**config.mk**
```make
export PLATFORM = sky130hd
export DESIGN_NAME = dmem_arbiter
export DESIGN_NICKNAME = d
export VERILOG_FILES = /design/src/rtl/dmem_arbiter.sv
export SDC_FILE = /design/constraint.sdc
export NUM_CORES = 1
export LEC_CHECK = 0
export ABC_AREA = 1
export BUFFER_PORTS_ARGS = -buffer_cell sky130_fd_sc_hd__buf_4
export CORE_MARGIN = 3
export CORE_UTILIZATION = 34
export DETAILED_ROUTE_END_ITERATION = 7
export PLACE_DENSITY = 0.87
export SYNTH_ARGS = -nofsm -noshare
export SYNTH_HDL_FRONTEND = slang
export SYNTH_SLANG_ARGS = --single-unit
```
**constraint.sdc**
```tcl
create_clock -name clk -period 2.04 [get_ports clk]
set_input_delay 0.102 -clock clk [delete_from_list [all_inputs] [get_ports clk]]
set_output_delay 0.102 -clock clk [all_outputs]
set_load 0.005 [all_outputs]
```
**src/rtl/dmem_arbiter.sv**
```systemverilog
// Two-master arbiter for a single-port synchronous data memory: CPU has default
// priority, the accelerator is forced through after STARVE_MAX denied cycles.
module dmem_arbiter #(
    parameter int unsigned STARVE_MAX = 4
) (
    input  logic        clk,
    input  logic        rst,
    input  logic        cpu_req,
    input  logic        cpu_we,
    input  logic [15:0] cpu_addr,
    input  logic [15:0] cpu_wdata,
    output logic        cpu_stall,
    output logic [15:0] cpu_rdata,
    output logic        cpu_rvalid,
    input  logic        acc_req,
    input  logic        acc_we,
    input  logic [15:0] acc_addr,
    input  logic [15:0] acc_wdata,
    output logic        acc_gnt,
    output logic [15:0] acc_rdata,
    output logic        acc_rvalid,
    output logic        mem_en,
    output logic        mem_we,
    output logic [15:0] mem_addr,
    output logic [15:0] mem_wdata,
    input  logic [15:0] mem_rdata
);

    typedef enum logic [1:0] {
        OWN_NONE = 2'd0,
        OWN_CPU  = 2'd1,
        OWN_ACC  = 2'd2
    } owner_e;

    localparam logic [3:0] STARVE_LIM = 4'(STARVE_MAX);

    logic       cpu_win_s;
    logic       acc_win_s;
    logic [3:0] starve_q;
    logic [3:0] starve_d;
    owner_e     owner_q;
    owner_e     owner_d;

    // Winner selection; everything is suppressed while reset is held low.
    always_comb begin
        cpu_win_s = 1'b0;
        acc_win_s = 1'b0;
        if (rst) begin
            acc_win_s = acc_req && (!cpu_req || (starve_q >= STARVE_LIM));
            cpu_win_s = cpu_req && !acc_win_s;
        end else begin
            cpu_win_s = 1'b0;
            acc_win_s = 1'b0;
        end
    end

    // Memory port mux and request-side handshakes.
    always_comb begin
        mem_en    = 1'b0;
        mem_we    = 1'b0;
        mem_addr  = 16'h0000;
        mem_wdata = 16'h0000;
        if (cpu_win_s) begin
            mem_en    = 1'b1;
            mem_we    = cpu_we;
            mem_addr  = cpu_addr;
            mem_wdata = cpu_wdata;
        end else if (acc_win_s) begin
            mem_en    = 1'b1;
            mem_we    = acc_we;
            mem_addr  = acc_addr;
            mem_wdata = acc_wdata;
        end else begin
            mem_en    = 1'b0;
            mem_we    = 1'b0;
            mem_addr  = 16'h0000;
            mem_wdata = 16'h0000;
        end
        cpu_stall = rst && cpu_req && !cpu_win_s;
        acc_gnt   = acc_win_s;
    end

    // Next-state for the starvation counter and the pending read owner.
    always_comb begin
        starve_d = 4'd0;
        owner_d  = OWN_NONE;
        if (acc_req && !acc_win_s) begin
            starve_d = (starve_q >= STARVE_LIM) ? STARVE_LIM : (starve_q + 4'd1);
        end else begin
            starve_d = 4'd0;
        end
        if (cpu_win_s && !cpu_we) begin
            owner_d = OWN_CPU;
        end else if (acc_win_s && !acc_we) begin
            owner_d = OWN_ACC;
        end else begin
            owner_d = OWN_NONE;
        end
    end

    // Registered arbitration state; async reset drops any read in flight.
    always_ff @(posedge clk or negedge rst) begin
        if (!rst) begin
            starve_q <= 4'd0;
            owner_q  <= OWN_NONE;
        end else begin
            starve_q <= starve_d;
            owner_q  <= owner_d;
        end
    end

    // Route the one-cycle-late memory data to whichever master issued the read.
    always_comb begin
        cpu_rvalid = 1'b0;
        acc_rvalid = 1'b0;
        cpu_rdata  = 16'h0000;
        acc_rdata  = 16'h0000;
        if (rst) begin
            case (owner_q)
                OWN_CPU: begin
                    cpu_rvalid = 1'b1;
                    cpu_rdata  = mem_rdata;
                end
                OWN_ACC: begin
                    acc_rvalid = 1'b1;
                    acc_rdata  = mem_rdata;
                end
                default: begin
                    cpu_rvalid = 1'b0;
                    acc_rvalid = 1'b0;
                end
            endcase
        end else begin
            cpu_rvalid = 1'b0;
            acc_rvalid = 1'b0;
        end
    end

endmodule

```
# ---- Word level (Yosys, flattened, before mapping)
# Index checks and enable logic that the tools add are counted.
dict set report op_classes {
  add_sub_neg 1
  multipliers 0
  n_div 0
  order_cmp 1
  eq_ne 2
  shift 0
  mux 22
  n_bitwise 0
  reduce_logical 14
}
# operator count
set op_table {}
lappend op_table {{two-way mux 16 bit} 8}
lappend op_table {{two-way mux 1 bit} 10}
lappend op_table {{two-way mux 4 bit} 2}
lappend op_table {{logical AND 1 bit} 7}
lappend op_table {{logical NOT 1 bit} 6}
lappend op_table {{adder 4 x 1 -> 4 bit, second input constant} 1}
lappend op_table {{>= comparator 4 x 3 -> 1 bit, second input constant} 1}
lappend op_table {{two-way mux 2 bit} 2}
lappend op_table {{== test 2 x 1 -> 1 bit, second input constant} 1}
lappend op_table {{== test 2 bit, second input constant} 1}
lappend op_table {{logical OR 1 bit} 1}
dict set report totals {
  register_bits 6
  latchBits 0
  ramBits 0
  rom_bits 0
  inputBits 86
  out_inout_bits 70
  word_cells 42
  mem_count 0
}

# ---- Depth between registers and ports, before layout
# Gate-level depths: netlist of the first run.
dict set report logic_depth {
  ltp_word 8
  mapped_depth 6
  ltp_nobuf 5
}

# ---- Worst setup path before layout of the first run
# Ideal clock, no wire load.
dict set report synth_path {
  path_type {reg-to-output}
  from {register starve_q[2]}
  to {output mem_addr[0]}
  t_arrival_ps 989
  t_required_ps 1938
  slack_ps 949
  stages_incl_launch_ff 7
  path_buffers 1
  cell_sequence {dfrtp_1 nor2_4 nand2_4 nand2_4 buf_6 nand3_2 nand2_1}
}
dict set report synth_between {
  elab_chain_len 7
  word_cells_on_any_way 9
  cone_classes {order compare: 1; mux: 4; reduce/logical: 4}
}
# element line
set synth_rtl {}
lappend synth_rtl {{start: declaration} 39} ;# logic [3:0] starve_q;
lappend synth_rtl {{start signal: assignment} 107} ;# starve_q <= starve_d;
lappend synth_rtl {{>= comparator 4 x 3 -> 1 bit *} 49} ;# acc_win_s = acc_req && (!cpu_req || (starve_q >= STARVE_LIM));
lappend synth_rtl {{logical OR 1 bit *} 49}
lappend synth_rtl {{logical AND 1 bit *} 49}
lappend synth_rtl {{logical NOT 1 bit} 50} ;# cpu_win_s = cpu_req && !acc_win_s;
lappend synth_rtl {{logical AND 1 bit} 50}
lappend synth_rtl {{two-way mux 1 bit} 48} ;# if (rst) begin
lappend synth_rtl {{two-way mux 16 bit *} 63} ;# if (cpu_win_s) begin
lappend synth_rtl {{end: declaration} 24} ;# output logic [15:0] mem_addr,
# Every way passes the cells marked *; elsewhere a longest branch is shown, timed or not.

# ---- Worst setup path after layout of the first run
dict set report layout_path {
  from {input rst}
  to {output mem_addr[6]}
}
dict set report layout_between {
  elab_chain_len 3
  word_cells_on_any_way 4
  cone_classes {mux: 4}
}
# element line
set layout_rtl {}
lappend layout_rtl {{start: declaration} 7} ;# input logic rst,
lappend layout_rtl {{two-way mux 1 bit} 48}
lappend layout_rtl {{two-way mux 16 bit} 68} ;# end else if (acc_win_s) begin
lappend layout_rtl {{two-way mux 16 bit *} 63}
# Marked as above.

==> impl_metrics.toml, run 1 <==
[logic_synthesis]
muxShareOfSynthArea = 0
synthSimpleGateAreaFrac = 0.671
synthXorXnorAreaFrac = 0
yosysWarnings = 0
syn_nets = 287
synth_top_family_by_area = "simple AND/OR/NAND/NOR gates"
syn_inst = 200
synth_seq_cells = 6
syn_area_um2 = 1150
synth-compound-area-share = 0
synthAdderAreaFrac = 0.0109
avgSynthCellArea_um2 = 5.76
synthDistinctLibCells = 19
synth-seq-area-share = 0.130

[global_route]
track_usage = 0.240
overflow = 0
grt_pass1_vias = 1922
grt_pass1_wl_um = 8090
grt_start_max_net_pins = 36
grt_antenna_before_repair = 0

[critical_path]
r2r_slack_ns = 0.69
rr_worst_depth = 6
arrival_ns = 1.65
critPathKind = "input port to output port"
slowest_delay_ns = 0.52
cp.required_ns = 1.94
path_delay_family = "buffers and inverters"
r2r_start = "starve_q[2]"
crit_top_cell = "buf_4"
worstReg2RegEnd = "starve_q[0]"
end_kind = "output port"
start_kind = "input port"
cp_slowest_cell = "dlygate4sd3_1"
cp_max_fo = 34
crit_buf_inv = 4
crit_chain = "dlygate4sd3_1 -> buf_4 -> nand2_2 -> inv_4 -> nand3_1 -> nand2_1 -> buf_4"

[hold_path]
hp-class = "input port to flop"
hp-start = "cpu_we"
min_delay_path_depth = 2
holdPathEnd = "owner_q[0]"

[sta]
finalMaxSlewViolations = 0
finalCritPeriodShare = 0.858
hold_viol_final = 0
hold_slack_ns = 0.0119
tns_ns = 0
max_freq_mhz = 571
period_needed_ns = 1.75
rsz0062_at_grt = "false"
finClkSkew_ns = 0.000374
setup_viol = 0

[job]
drv_cap = 0

[place]
placed_cell_area_um2 = 2260
numPortBuffers = 155
dp_hpwl_um = 4130
finalWeightedCongestion = 0.860

[clocking]
cts_buffers = 3
clkTransAtPathRegs_ns = 0.04
cts_tree = "built"
htreeDepth = 1
cts_sinks = 6
post_cts_resized = 0
clock-root-buffer = "clkbuf_4"
clk_latency_ns = 0.25
post_cts_buffers = 0
clock_path_buffers = 2

[die]
num_rows = 20
die_width_um = 64.2
core_area_um2 = 3150
die_y_um = 64.2
ios = 156
dieArea_um2 = 4120
start_util = 0.365

[finish]
drive_gt1_frac = 0.516
final_cell_mix = "buf_4, nor2_1, nand2_1, nand4_1, nand3_1"
diodes = 0
final_core_util = 0.729
final_common_cell = "buf_4"
synthToLayoutAreaGrowth_pct = 99.6
fin_nets = 432
final_area_um2 = 2300

[routing]
dr.first_iter.drc_count = 105
drcViolationCount = 0
routed_wl_um = 5110
wl_per_cell_um = 13.2
dr.pass1.iters = 4
num_vias = 1873
ant_nets = 0
viasPerCell = 4.84

[pwr]
p_per_area_nw_per_um2 = 265
peakVddDrop_v = 0.000126
p_total_uw = 609
p_leak_uw = 0.00142

[outcome]
status = "finished, final reports clean"
-- worst max-delay path by stage --
| stage | slack, ns | startpoint | depth (start not counted) | to |
|---|---|---|---|---|
| floorplan | 0.95 | starve_q[2] | 6 | mem_addr[0] |
| global placement | 0.61 | starve_q[2] | 6 | mem_wdata[9] |
| detailed placement | 0.58 | starve_q[2] | 6 | mem_addr[6] |
| CTS | 0.32 | rst | 7 | mem_addr[6] |
| global route | 0.18 | rst | 7 | mem_wdata[0] |
| finish | 0.29 | rst | 7 | mem_addr[6] |
-- flip-flops by register name (all words and copies together) (netlist names) --
name / flops
owner_q: 2
starve_q: 4
-- power by group --
part           switching (µW)  internal (µW)  leakage [µW]
sequential               4.16            125     0.0000791
combinational             163            208       0.00133
clock                    42.6           66.5     0.0000138
-- cells in the mapped netlist --
cell type | count | share of area
clkbuf_1 | 1 | 0.0033
nor3_1 | 1 | 0.0043
inv_4 | 1 | 0.0054
nand2_2 | 2 | 0.011
ha_1 | 1 | 0.011
nand3_2 | 10 | 0.087
nor2_4 | 1 | 0.0098
buf_6 | 4 | 0.039
nor2_1 | 39 | 0.13
dfrtp_1 | 6 | 0.13
nand2_1 | 38 | 0.12
buf_2 | 9 | 0.039
conb_1 | 1 | 0.0033
nand2_4 | 2 | 0.020
buf_4 | 4 | 0.026
buf_1 | 1 | 0.0033
nand3_1 | 25 | 0.11
nand4_1 | 33 | 0.18
inv_1 | 21 | 0.068
-- repair_timing --
item	4_1_cts	5_1_grt
hold endpoints to repair	4	0
hold buffers	1	0
setup endpoints to repair	0	0
-- per-layer routing --
layer / track usage / vias to the layer above / part of all wire
li1: - / 949 / -
met1: 0.228 / 800 / 0.34
met5: 0 / - / 0
met2: 0.450 / 109 / 0.50
met4: 0.119 / 0 / 0.028
met3: 0.0844 / 15 / 0.13
-- logic make-up (layout without fill, tap and decap cells) --
logic type | Yosys count | in the layout
buffers and inverters | 41 | 184
other | 1 | 1
flip-flops | 6 | 6
adder cells (fa/ha/maj) | 1 | 1
AND/OR/NAND/NOR | 151 | 151
-- final cells by class --
class | count | area [µm²]
timing repair buffer | 159 | 1200
fill | 278 | 856
multi-input combinational | 153 | 788
sequential | 6 | 150
inverter | 22 | 85.1
tap | 44 | 55.1
clock buffer | 3 | 22.5
-- per-stage QoR --
| step | setup WS (ns) | std cells |
|---|---|---|
| floorplan | 0.949 | 200 |
| global placement | 0.614 | 383 |
| detailed placement | 0.578 | 383 |
| CTS | 0.316 | 387 |
| global route | 0.183 | 387 |
| finish | 0.289 | 387 |
(Power assumes the default switching activity.)
==> run 2: changes to the inputs <==
Settings changed: CORE_UTILIZATION 34 to 31, PLACE_DENSITY 0.87 to 0.81.
Clock period 2.04 ns to 1.9 ns, I/O delays scaled along.
==> run 2 against run 1 <==
Against the previous run:
- clock-buffer cell count unchanged
- register-to-register slack worse by 0.11 ns
- worst hold slack better by 0.032 ns
- core utilization is 5.8 points lower
- setup slack lost 0.10 ns
- critical endpoint is now mem_wdata[3]
- largest power group unchanged
- highest routed layer unchanged
==> impl_metrics.toml, run 2 (synthesis gave the netlist of run 1 again) <==
[outcome]
status = "finished, final reports clean"

[finish]
drive_gt1_frac = 0.518
final_cell_mix = "buf_4, nor2_1, nand2_1, nand4_1, nand3_1"
top_register = "starve_q"
diodes = 0
largest_register_ffs = 4
synthToLayoutAreaGrowth_pct = 101
fin_nets = 431
reg_top3 = "starve_q: 4 flops, owner_q: 2 flops"
final_core_util = 0.671
final_common_cell = "buf_4"

[global_route]
grt_antenna_before_repair = 0
overflow = 0
grt_pass1_wl_um = 7040
track_usage = 0.198
grt_pass1_vias = 1601
grt_start_max_net_pins = 36

[pwr]
p_total_uw = 718
peakVddDrop_v = 0.000193
p_leak_uw = 0.00143
p_clk_frac = 0.255
p_int_uw = 492
p_sw_uw = 226
swShare = 0.315
p_per_area_nw_per_um2 = 311
comb_power_share = 0.552
seqPwrFrac = 0.193

[critical_path]
critPathKind = "flop to output port"
cp_max_fo = 35
crit_top_cell = "nand2_4"
crit_buf_inv = 1
end_kind = "output port"
crit_chain = "nor2_4 -> nand2_4 -> nand2_4 -> nand3_1 -> nand2_1 -> buf_4"
cp_slowest_cell = "dfrtp_1"
cp.required_ns = 1.80
slowest_delay_ns = 0.39
path_delay_family = "simple AND/OR/NAND/NOR gates"
start_kind = "flop"
arrival_ns = 1.62

[clocking]
cts_sinks = 6
cts_buffers = 3
clkTransAtPathRegs_ns = 0.04
post_cts_resized = 0
clk_latency_ns = 0.22
clock-root-buffer = "clkbuf_8"
post_cts_buffers = 0
htreeDepth = 1
cts_tree = "built"
hold_buffers = 0
clock_path_buffers = 2

[sta]
max_freq_mhz = 583
finClkSkew_ns = 0.00365
tns_ns = 0
finalMaxSlewViolations = 0
hold_slack_ns = 0.0436
hold_viol_final = 0
finalCritPeriodShare = 0.902
rsz0062_at_grt = "false"
period_needed_ns = 1.71
setup_viol = 0

[place]
dp_hpwl_um = 4100
numPortBuffers = 155
finalWeightedCongestion = 0.814

[die]
die_y_um = 66.9
start_util = 0.334
core_area_um2 = 3440
ios = 156
die_width_um = 66.9
num_rows = 21
dieArea_um2 = 4480

[routing]
viasPerCell = 4.87
num_vias = 1890
dr.pass1.iters = 4
drcViolationCount = 0
routed_wl_um = 5050
wl_per_cell_um = 13.0
ant_nets = 0
dr.first_iter.drc_count = 63

[hold_path]
hp-class = "input port to flop"

[job]
drv_cap = 0
## run 2: cell count changes in the layout (fill, tap and decap cells not counted)
cell	change
clkbuf_4	-3
clkbuf_8	+3
dlygate4sd3_1	-1
## run 2: worst paths after layout
check / start / endpoint / slack [ns] / cells after the start
hold reg to reg: starve_q[0] / starve_q[0] / 0.52 / 3
max in group asynchronous: rst / starve_q[3] / 1.65 / 2
setup reg to reg: starve_q[2] / owner_q[0] / 0.58 / 5
min in group asynchronous: rst / starve_q[0] / 0.10 / 2
hold / removal: cpu_we / owner_q[0] / 0.04 / 2
setup / recovery: starve_q[2] / mem_wdata[3] / 0.19 / 6
## run 2: area by class of cell
type	instances	area [µm²]
Sequential cell	6	150
Inverter	22	85.1
Tap cell	46	57.6
Clock buffer	3	41.3
Multi-Input combinational cell	153	788
Timing Repair Buffer	158	1190
Fill cell	336	1130
## run 2: metal layers
metal	GRT usage	wire length (µm)	vias to the layer above
li1	-	-	947
met1	0.196	1620	824
met2	0.381	2630	115
met3	0.0793	766	4
met4	0.0430	42	0
met5	0	0	-
## run 2: metrics by stage
step / cells / setup slack, ns / instance area, µm²
floorplan: 200 / 0.816 / 1150
global route: 388 / 0.0615 / 2310
detailed placement: 385 / 0.424 / 2270
global placement: 385 / 0.455 / 2270
finish: 388 / 0.186 / 2310
CTS: 388 / 0.189 / 2310
## run 2: power groups by stage
stage / clock network, µW / registers [µW] / logic (µW)
after floorplan: 0 / 140 / 165
after global placement: 0 / 140 / 393
after detailed placement: 0 / 140 / 398
after CTS: 188 / 139 / 399
after global routing: 197 / 139 / 432
final: 183 / 139 / 396
## run 2: worst register-to-register path, delay by kind of cell, from the launching register on
family           cells  cell delay, ns
and+or+nand+nor      5            0.84
DFF                  1            0.39
==> run 3: changes to the inputs <==
Settings changed: CORE_UTILIZATION 31 to 28, PLACE_DENSITY 0.81 to 0.74, SLEW_MARGIN set to 10.
==> run 3 against run 2 <==
Against the previous run:
- clock power increased by 3%
- flip-flop and latch count unchanged
- largest power group unchanged
- critical endpoint is now mem_addr[14]
- power increased by 1.4%
==> impl_metrics.toml, run 3 (synthesis gave the netlist of run 1 again) <==
[routing]
wl_met1_um = 1920
dr.first_iter.drc_count = 49
wl_per_cell_um = 13.1
wl_met2_um = 2530
met3_length_um = 651
ant_nets = 0
dr.pass1.iters = 6
routed_wl_um = 5130
num_vias = 1899
routed.top_layer = "met4"
viasPerCell = 4.86
drcViolationCount = 0

[sta]
finalMaxSlewViolations = 0
setup_viol = 0
hold_viol_final = 0
rsz0062_at_grt = "false"
finalCritPeriodShare = 0.904
finClkSkew_ns = 0.00277
period_needed_ns = 1.72
tns_ns = 0
max_freq_mhz = 582

[finish]
fill_cells = 380
final_common_cell = "buf_4"
synthToLayoutAreaGrowth_pct = 102
final_cell_mix = "buf_4, nor2_1, nand2_1, nand4_1, nand3_1"
drive_gt1_frac = 0.516
largest_register_ffs = 4
fin_nets = 432
top_register = "starve_q"
final_core_util = 0.612
diodes = 0
reg_top3 = "starve_q: 4 flops, owner_q: 2 flops"

[global_route]
overflow = 0
grt_pass1_vias = 1808
grt_start_max_net_pins = 36
track_usage = 0.195
grt_pass1_wl_um = 8140
grt_antenna_before_repair = 0

[critical_path]
rr_worst_depth = 5
end_kind = "output port"
crit_buf_inv = 4
slowest_delay_ns = 0.52
cp_max_fo = 34
crit_cells = 7
r2r_start = "starve_q[2]"
crit_chain = "dlygate4sd3_1 -> buf_4 -> nand2_2 -> inv_6 -> nand3_1 -> nand2_1 -> buf_4"
critPathKind = "input port to output port"
arrival_ns = 1.62
cp.required_ns = 1.80
path_delay_family = "buffers and inverters"
start_kind = "input port"
crit_top_cell = "buf_4"
crit_path_start = "rst"
cp_slowest_cell = "dlygate4sd3_1"

[job]
drv_cap = 0

[hold_path]
hp-start = "cpu_we"
min_delay_path_depth = 2
hp-class = "input port to flop"

[clocking]
cts_sinks = 6
cts_buffers = 3
clkTransAtPathRegs_ns = 0.04
clock-root-buffer = "clkbuf_8"
clock_path_buffers = 2
cts_tree = "built"
clk_latency_ns = 0.22
htreeDepth = 1

[die]
die_width_um = 70.1
start_util = 0.303
die_y_um = 70.1
core_area_um2 = 3800
ios = 156
dieArea_um2 = 4920
num_rows = 22

[pwr]
p_per_area_nw_per_um2 = 313
peakVddDrop_v = 0.000193
p_leak_uw = 0.00143

[place]
numPortBuffers = 155
finalWeightedCongestion = 0.749
dp_hpwl_um = 4100

[outcome]
status = "finished, final reports clean"
[run 3: cell count changes in the layout (fill, tap and decap cells not counted), sizes merged]
cell,delta
dlygate4sd3,+1
[run 3: power breakdown]
group	leakage [µW]	internal [µW]	switching [µW]
logic	0.00133	223	177
clock network	0.0000216	136	53.4
registers	0.0000791	134	4.22
[run 3: metal layers]
| layer | vias up | track usage |
|---|---|---|
| met4 | 0 | 0.0319 |
| met3 | 2 | 0.0647 |
| met1 | 833 | 0.224 |
| met2 | 114 | 0.353 |
| li1 | 950 | - |
| met5 | - | 0 |
[run 3: through the flow]
step | cells | power (µW) | area, µm² | worst slack [ns] | hold WS, ns
floorplan | 200 | 304 | 1150 | 0.816 | -0.201
global placement | 387 | 536 | 2270 | 0.506 | -0.0304
detailed placement | 387 | 540 | 2270 | 0.453 | -0.0268
CTS | 391 | 737 | 2320 | 0.132 | 0.0273
global route | 391 | 782 | 2320 | 0.0487 | 0.0286
finish | 391 | 728 | 2320 | 0.183 | 0.0305
[run 3: path summary, 6_finish.rpt]
path / endpoint / slack, ns
max: mem_addr[14] / 0.18
min: owner_q[0] / 0.03
max reg2reg: owner_q[0] / 0.63
min reg2reg: starve_q[0] / 0.51
max in group asynchronous: starve_q[0] / 1.09
min in group asynchronous: owner_q[1] / 0.29
[run 3: what timing repair did]
action,4_1_cts,5_1_grt
hold buffers,1,0
setup endpoints to repair,0,8
resized for setup,0,1
buffers inserted,0,0
endpoints found under the hold margin,3,0
[run 3: cell type report]
| cell class | instances | area, µm² | area share |
|---|---|---|---|
| clock buffer | 3 | 41.3 | 0.0178 |
| inverter | 22 | 87.6 | 0.0377 |
| multi-input combinational | 153 | 788 | 0.339 |
| sequential | 6 | 150 | 0.0646 |
| tap | 48 | 60.1 | 0.0258 |
| timing repair buffer | 159 | 1200 | 0.515 |
[run 3: worst reg2reg max path: cells and delay by family (launching register included)]
| family | cells | cell delay [ns] |
|---|---|---|
| flops | 1 | 0.40 |
| simple gates | 5 | 0.81 |
